`src/rtl/sample_sequencer.sv`:
```
// Purpose : buffers sample words in a DEPTH-entry FIFO and releases one word per PERIOD-cycle slot onto Datos.
// Latency : first word 2 edges after enable & !empty is sampled, then exactly one word every PERIOD cycles.
// Backpres: no ready; writes to a full FIFO are dropped (sticky overflow), empty slots flag sticky underrun.
//
// Ports:
//   clk, rst            clock and synchronous active-high reset
//   enable              run (1) / stop (0) the slot schedule
//   wr_en, wr_data      sample word push from the loader
//   err_clr             clears overflow and underrun
//   Datos, sample_stb   registered sample and its one-cycle strobe
//   full, empty, level  registered FIFO occupancy status
//   busy                scheduler not idle
//   overflow, underrun  sticky error flags
module sample_sequencer #(
  parameter int DATA_W = 29,
  parameter int DEPTH  = 16,
  parameter int ADDR_W = 4,
  parameter int PERIOD = 2100000,
  parameter int CNT_W  = 22
) (
  input  logic              clk,
  input  logic              rst,
  input  logic              enable,
  input  logic              wr_en,
  input  logic [DATA_W-1:0] wr_data,
  input  logic              err_clr,
  output logic [DATA_W-1:0] Datos,
  output logic              sample_stb,
  output logic              full,
  output logic              empty,
  output logic [ADDR_W:0]   level,
  output logic              busy,
  output logic              overflow,
  output logic              underrun
);

  typedef enum logic [1:0] {
    ST_IDLE    = 2'd0,
    ST_RUN     = 2'd1,
    ST_STARVED = 2'd2
  } state_e;

  localparam logic [CNT_W-1:0] CNT_LAST  = CNT_W'(PERIOD - 1);
  localparam logic [ADDR_W:0]  LEVEL_MAX = (ADDR_W + 1)'(DEPTH);

  // Scheduler state
  state_e             state_q, state_d;
  logic [CNT_W-1:0]   cnt_q, cnt_d;

  // FIFO state; storage itself carries no reset, pointers define validity
  logic [DATA_W-1:0]  mem_q [DEPTH];
  logic [ADDR_W-1:0]  wr_ptr_q, wr_ptr_d;
  logic [ADDR_W-1:0]  rd_ptr_q, rd_ptr_d;
  logic [ADDR_W:0]    level_q, level_d;
  logic               full_q, full_d;
  logic               empty_q, empty_d;

  // Output registers
  logic [DATA_W-1:0]  datos_q, datos_d;
  logic               stb_q, stb_d;
  logic               ovf_q, ovf_d;
  logic               und_q, und_d;

  // Slot / handshake decode
  logic               pop_slot;
  logic               pop_vld;
  logic               push_vld;
  logic               starve_evt;
  logic               ovf_evt;

  always_comb begin
    pop_slot   = (state_q != ST_IDLE) && (cnt_q == '0);
    pop_vld    = pop_slot && !empty_q;
    starve_evt = pop_slot && empty_q;
    // A pop in the same cycle frees a slot, so a write to a full FIFO is still taken.
    push_vld   = wr_en && (!full_q || pop_vld);
    ovf_evt    = wr_en && full_q && !pop_vld;
  end

  // FIFO pointer / occupancy next-state
  always_comb begin
    wr_ptr_d = wr_ptr_q + ADDR_W'(push_vld);
    rd_ptr_d = rd_ptr_q + ADDR_W'(pop_vld);
    level_d  = level_q;
    unique case ({push_vld, pop_vld})
      2'b10:   level_d = level_q + (ADDR_W + 1)'(1);
      2'b01:   level_d = level_q - (ADDR_W + 1)'(1);
      default: level_d = level_q;
    endcase
    full_d  = (level_d == LEVEL_MAX);
    empty_d = (level_d == '0);
  end

  // FSM: next-state and slot counter
  always_comb begin
    state_d = state_q;
    if (!enable) begin
      state_d = ST_IDLE;
    end else begin
      unique case (state_q)
        ST_IDLE:    if (!empty_q)  state_d = ST_RUN;
        ST_RUN:     if (starve_evt) state_d = ST_STARVED;
        ST_STARVED: if (pop_vld)   state_d = ST_RUN;
        default:    state_d = ST_IDLE;
      endcase
    end

    // Counter sits at 0 in IDLE and on the entry cycle into RUN, so the
    // first cycle after the transition is already a pop slot.
    if (state_d == ST_IDLE || state_q == ST_IDLE) begin
      cnt_d = '0;
    end else if (cnt_q == CNT_LAST) begin
      cnt_d = '0;
    end else begin
      cnt_d = cnt_q + CNT_W'(1);
    end
  end

  // FSM: outputs
  always_comb begin
    datos_d = pop_vld ? mem_q[rd_ptr_q] : datos_q;
    stb_d   = pop_vld;
    // New error in the same cycle as err_clr leaves the flag set.
    ovf_d   = ovf_evt    || (ovf_q && !err_clr);
    und_d   = starve_evt || (und_q && !err_clr);
  end

  // FSM / FIFO / output state register
  always_ff @(posedge clk) begin
    if (rst) begin
      state_q  <= ST_IDLE;
      cnt_q    <= '0;
      wr_ptr_q <= '0;
      rd_ptr_q <= '0;
      level_q  <= '0;
      full_q   <= 1'b0;
      empty_q  <= 1'b1;
      datos_q  <= '0;
      stb_q    <= 1'b0;
      ovf_q    <= 1'b0;
      und_q    <= 1'b0;
    end else begin
      state_q  <= state_d;
      cnt_q    <= cnt_d;
      wr_ptr_q <= wr_ptr_d;
      rd_ptr_q <= rd_ptr_d;
      level_q  <= level_d;
      full_q   <= full_d;
      empty_q  <= empty_d;
      datos_q  <= datos_d;
      stb_q    <= stb_d;
      ovf_q    <= ovf_d;
      und_q    <= und_d;
    end
  end

  always_ff @(posedge clk) begin
    if (push_vld) begin
      mem_q[wr_ptr_q] <= wr_data;
    end
  end

  assign Datos      = datos_q;
  assign sample_stb = stb_q;
  assign full       = full_q;
  assign empty      = empty_q;
  assign level      = level_q;
  assign busy       = (state_q != ST_IDLE);
  assign overflow   = ovf_q;
  assign underrun   = und_q;

endmodule

```
`config.mk`:
```
export PLATFORM = sky130hd
export DESIGN_NAME = sample_sequencer
export DESIGN_NICKNAME = d
export VERILOG_FILES = /design/src/rtl/sample_sequencer.sv
export SDC_FILE = /design/constraint.sdc
export NUM_CORES = 1
export LEC_CHECK = 0
export ABC_CLOCK_PERIOD_IN_PS = 6300
export BUFFER_PORTS_ARGS = -buffer_cell sky130_fd_sc_hd__buf_2
export CORE_ASPECT_RATIO = 0.7
export CORE_MARGIN = 3
export CORE_UTILIZATION = 61
export CTS_CLUSTER_DIAMETER = 40
export DETAILED_ROUTE_END_ITERATION = 16
export PLACE_DENSITY = 0.79
export SYNTH_ARGS = -nofsm -noshare
export SYNTH_HDL_FRONTEND = slang
export SYNTH_SLANG_ARGS = --single-unit
```
`constraint.sdc`:
```
create_clock -name clk -period 6.3 [get_ports clk]
set_input_delay 0.945 -clock clk [delete_from_list [all_inputs] [get_ports clk]]
set_output_delay 0.945 -clock clk [all_outputs]
set_load 0.005 [all_outputs]
```
; After elaboration in Yosys (flattened, before gate mapping)
; Memory sizes are Yosys's and may differ from the RTL's. A register that Yosys moved wholly into a read port is not among the register bits.
; Index checks and enable logic that the tools add are counted.
[classes]
eq_ne = 6
muxes = 8
reduce_logical = 22
n_addsub = 5
[ops]
columns = operator, count
row1 = "22-bit by 1-bit adder with 22-bit output, second input constant", 1
row2 = "22-bit == test, second input constant", 1
row3 = 22-bit zero test, 1
row4 = 5-bit case mux with 2 select lines, 1
row5 = 4-bit by 1-bit adder with 4-bit output, 2
row6 = 1-bit logical AND, 8
row7 = 2-bit 2-to-1 mux, 4
row8 = 2-bit case mux with 3 select lines, 1
row9 = "5-bit by 1-bit adder with 5-bit output, second input constant", 1
row10 = "5-bit == test, second input constant", 1
row11 = 5-bit zero test, 1
row12 = "5-bit by 1-bit subtractor with 5-bit output, second input constant", 1
row13 = "2-bit by 1-bit == test with 1-bit output, second input constant", 2
row14 = "2-bit == test, second input constant", 2
row15 = 1-bit zero test, 4
row16 = 2-bit zero test, 2
row17 = 1-bit logical OR, 4
row18 = 3-bit OR reduction, 1
row19 = 1-bit 2-to-1 mux, 2
row20 = 2-bit nonzero test, 1
[totals]
out_inout_bits = 40
word_cells = 52
ram_bits = 464
mem_count = 1
input_bits = 34
ff_bits = 42
[mem_list]
columns = memory, words, width, read_ports, rd_clocked_by_memory_dff, wr, line
row1 = mem_q, 16, 29, 1, 1, 1, 51  ; logic [DATA_W-1:0] mem_q [DEPTH];

; Longest topological paths before layout
[depth]
word_depth = 9
depth_mapped = 15
depth_no_buf = 14

; Least setup slack after synthesis
; OpenSTA, ideal clock, no wires.
[synth_path]
kind = register to register
startpoint = register cnt_q[14]
endpoint = memory mem_q[3][0] (enable)
path_buffers = 0
setup_ps = 488
required_ps = 5812
path_slack_ps = 1470
arrival_time_ps = 4342
synth_period_minus_slack_ps = 4830
path_stages_with_launch = 6
path_cell_list = dfxtp_1 > nor4_1 > nand4_2 > nor4_4 > nor2b_1 > nor4_1
[synth_via]
elab_chain_cells = 7
[synth_lines]
columns = item, line
row1 = from (decl), 48  ; logic [CNT_W-1:0] cnt_q, cnt_d;
row2 = from (signal assigned), 144  ; cnt_q <= cnt_d;
row3 = 22-bit zero test, 72  ; pop_slot = (state_q != ST_IDLE) && (cnt_q == '0);
row4 = 1-bit logical AND, 72
row5 = 1-bit logical AND, 73  ; pop_vld = pop_slot && !empty_q;
row6 = 1-bit logical OR, 76  ; push_vld = wr_en && (!full_q || pop_vld);
row7 = 1-bit logical AND, 76
row8 = 1-bit 2-to-1 mux, 158  ; if (push_vld) begin
row9 = 1-bit 2-to-1 mux (not written as such), 159  ; mem_q[wr_ptr_q] <= wr_data;
row10 = to (decl), 51
; Every way passes these cells.

; Worst setup path after layout
[layout_path]
startpoint = register cnt_q[14]
endpoint = register full_q, in the netlist full
[layout_via]
elab_chain_cells = 8
word_cells_on_any_way = 9
classes_between = 3 x eq/ne / 1 x mux / 5 x reduce/logical
[layout_lines]
columns = item, line
row1 = 22-bit zero test (*), 72
row2 = 1-bit logical AND (*), 72
row3 = 1-bit logical AND (*), 73
row4 = 1-bit logical OR, 76
row5 = 1-bit logical AND, 76
row6 = 2-bit by 1-bit == test with 1-bit output or 2-bit == test (tied branches), 85  ; unique case ({push_vld, pop_vld})
row7 = 5-bit case mux with 2 select lines (*), 85
row8 = 5-bit == test (*), 90  ; full_d = (level_d == LEVEL_MAX);
row9 = to (signal assigned), 148  ; full_q <= full_d;
row10 = to (decl), 55  ; logic full_q, full_d;
; Every way passes the cells marked *; elsewhere a longest branch is shown, timed or not.
; A chain may end at the register's enable or synchronous reset.

==> impl_metrics.py <==
metrics = {
    "clock_network": {
        "clkSinkCount": 535,
        "clockBufferDepth": 3,
        "path_clk_slew_ns": 0.06,
        "cts_root_buffer": "clkbuf_16",
        "cts.repair.resized": 0,
        "post_cts.repair.setup_buffers": 0,
        "htreeDepth": 2,
        "cts_hold_buf": 0,
        "cts_made_buffers": 50,
        "worstSkewPairLatency_ns": 0.57,
        "cts_tree": "built",
    },
    "pwr": {
        "internal_power_uw": 5730,
        "clkPwrFrac_pct": 40.5,
        "peakVddDrop_mv": 0.253,
        "p_per_area_nw_per_um2": 315,
        "p_sw_share_pct": 21.0,
        "power_leakage_uw": 0.00729,
        "seq_power_share_pct": 54.5,
        "power.switching_uw": 1520,
        "power_frac_comb_pct": 5.0,
    },
    "yosys": {
        "synthArstFlopShare_pct": 0,
        "synthCells": 1055,
        "synth_most_common_cell": "edfxtp_1",
        "synthSimpleGateAreaFrac_pct": 4.45,
        "synth.distinct_cells": 48,
        "synth_top_area_cell": "edfxtp_1",
        "synthMuxAreaShare_pct": 14.3,
        "ys_warn_count": 0,
        "synth_seq_area_share_pct": 75.1,
        "synth.area.top_cells": "edfxtp_1 68%, mux4_2 13%, dfxtp_1 7.0%, a22oi_1 2.2%, mux2i_1 1.5%",
        "synth-adder-area-share_pct": 0.551,
        "syn_area_per_cell_sq_um": 19.4,
        "synth_compound_area_share_pct": 3.05,
        "synth_top_family_by_area": "multiplexers",
        "synth_edf_count": 464,
        "synth.top_cell.area_share_pct": 68.2,
        "synth-xor-area-share_pct": 1.11,
        "synth_area_sq_um": 20400,
        "ys_seq_elements": 535,
        "yosys-top-cells-count": "464 x edfxtp_1, 116 x mux4_2, 77 x nor2_1, 71 x dfxtp_1, 60 x a22oi_1",
        "syn_nets": 1098,
        "synth_flop_cell": "edfxtp_1",
    },
    "critical_path": {
        "cp_max_fo": 9,
        "worstSetupPathType": "reg2reg",
        "crit_path_end_kind": "flip-flop",
        "crit_path_start_kind": "flip-flop",
        "crit_required_ns": 6.77,
        "arrival_ns": 4.25,
        "reg2reg_depth": 12,
    },
    "outcome": {
        "status": "finished, final reports clean",
    },
    "timing": {
        "fin_tns_setup_ns": 0,
        "finalHoldViolCount": 0,
        "setup_viol": 0,
        "timing.final.ws_setup_ns": 2.52,
        "drv_slew": 0,
        "finClkSkew_ns": 0.0202,
        "fmax_mhz": 265,
        "rsz0062_at_grt": "no",
        "tightest_slew_ns": 1.17,
        "period_needed_ns": 3.78,
        "maxSlewHeadroom_pct": 22.0,
        "period_share_pct": 59.9,
        "hold-worst-slack_ns": 0.455,
    },
    "finish": {
        "diodes": 0,
        "area_growth_pct": 12.6,
        "nets": 1190,
        "drive_above_1_share_pct": 26.3,
    },
    "detailed_routing": {
        "drtPass1Iterations": 5,
        "avgViaCountPerCell": 6.39,
        "initialDrtViolationCount": 1208,
        "vias": 10300,
        "ant_nets": 0,
        "wire_per_inst_microns": 25.7,
        "drc": 0,
        "routed_wl_microns": 41400,
    },
    "global_routing": {
        "antenna_found_initial": 1,
        "grtUsageTotal_pct": 23.7,
        "grt-ovfl-total": 0,
        "grt_pass1_wl_microns": 64000,
        "grt_max_degree": 75,
        "grt_pass1_vias": 10500,
    },
    "worst_hold_path": {
        "holdPathStages": 2,
        "hold_path.class": "reg2reg",
    },
    "placement": {
        "port_buffers": 73,
        "pre_cts_ws_ns": 2.68,
        "gp_congestion": 0.767,
        "dp_hpwl_microns": 22500,
    },
    "die": {
        "core_area_sq_um": 32700,
        "initial_core_util_pct": 62.5,
        "die_area_sq_um": 35800,
        "io_pins": 74,
        "die_w_microns": 225,
        "row_count": 55,
        "die_h_microns": 159,
    },
    "run": {
        "max_cap_violations": 0,
    },
}
==> registers in the layout, indices dropped and copies added (netlist names) <==
name	cells
sample_stb	1
Datos	29
cnt_q	22
underrun	1
rd_ptr_q	4
wr_ptr_q	4
level	5
overflow	1
mem_q	464
full	1
empty	1
state_q	2
==> metal layers <==
layer  track usage [%]  part of all wire, %  vias to the layer above
met5                 0                0.027                        -
met4              6.41                  2.3                        2
met3              5.60                  9.7                       82
met2              35.6                   46                      508
met1              35.9                   42                     5287
li1                  -                    -                     4441
==> kinds of logic after synthesis <==
| kind of cell | count (synthesis) |
|---|---|
| multiplexers | 147 |
| adder cells (fa/ha/maj) | 9 |
| XOR/XNOR | 26 |
| AND/OR/NAND/NOR | 189 |
| buffers and inverters | 64 |
| AO/OA/AOI/OAI | 85 |
| flip-flops | 535 |
==> cell type report <==
class	instances	area, sq um
flip-flops and latches	535	15400
fillers	1966	9690
multi-input cells	456	4930
clock buffers	68	1400
repair buffers	94	536
well taps	427	534
clock inverters	25	200
inverters	10	37.5
==> power by group through the flow <==
stage          clock network (uW)  logic, uW  registers (uW)
2_1_floorplan                   0        248            4010
4_1_cts                      2980        364            3950
6_report                     2940        361            3950
5_1_grt                      3110        396            3960
3_3_place_gp                    0        349            4020
3_5_place_dp                    0        362            4030
==> path summary, 6_finish.rpt <==
kind | from | end | slack [ns]
setup / recovery | cnt_q[14] | full | 2.52
hold / removal | overflow | overflow | 0.45
setup reg to reg | cnt_q[14] | full | 2.52
hold reg to reg | overflow | overflow | 0.45
==> critical path, stage by stage (launching register included) <==
cell	delay, ns
dfxtp_1	0.35
nor4_1	0.37
nand4_2	0.30
o41ai_2	0.62
nand2_1	0.19
ha_1	0.33
xor2_1	0.20
ha_1	0.22
a21oi_1	0.18
mux2i_1	0.30
xnor2_1	0.15
nor3_1	0.26
nor3b_1	0.22
==> placed cells by master (no fill, tap or decap), types with 20 or more instances in the layout <==
cell / Yosys / routed
edfxtp_1: 464 / 464
mux4_2: 116 / 116
buf_2: 15 / 73
dfxtp_1: 71 / 69
nor2_1: 77 / 67
a22oi_1: 60 / 60
clkbuf_16: 0 / 53
nand2_1: 43 / 43
mux2i_1: 31 / 31
buf_4: 1 / 20
==> metrics by stage <==
step	utilization, %	power [uW]	instance area [sq um]	std cells
4_1_cts	70.4	7300	23000	1615
3_5_place_dp	65.5	4390	21400	1522
3_3_place_gp	65.5	4370	21400	1522
6_report	70.4	7250	23000	1615
5_1_grt	70.4	7460	23000	1615
2_1_floorplan	-	4260	20400	1055
Note: power is estimated with default switching activity, not from simulation.
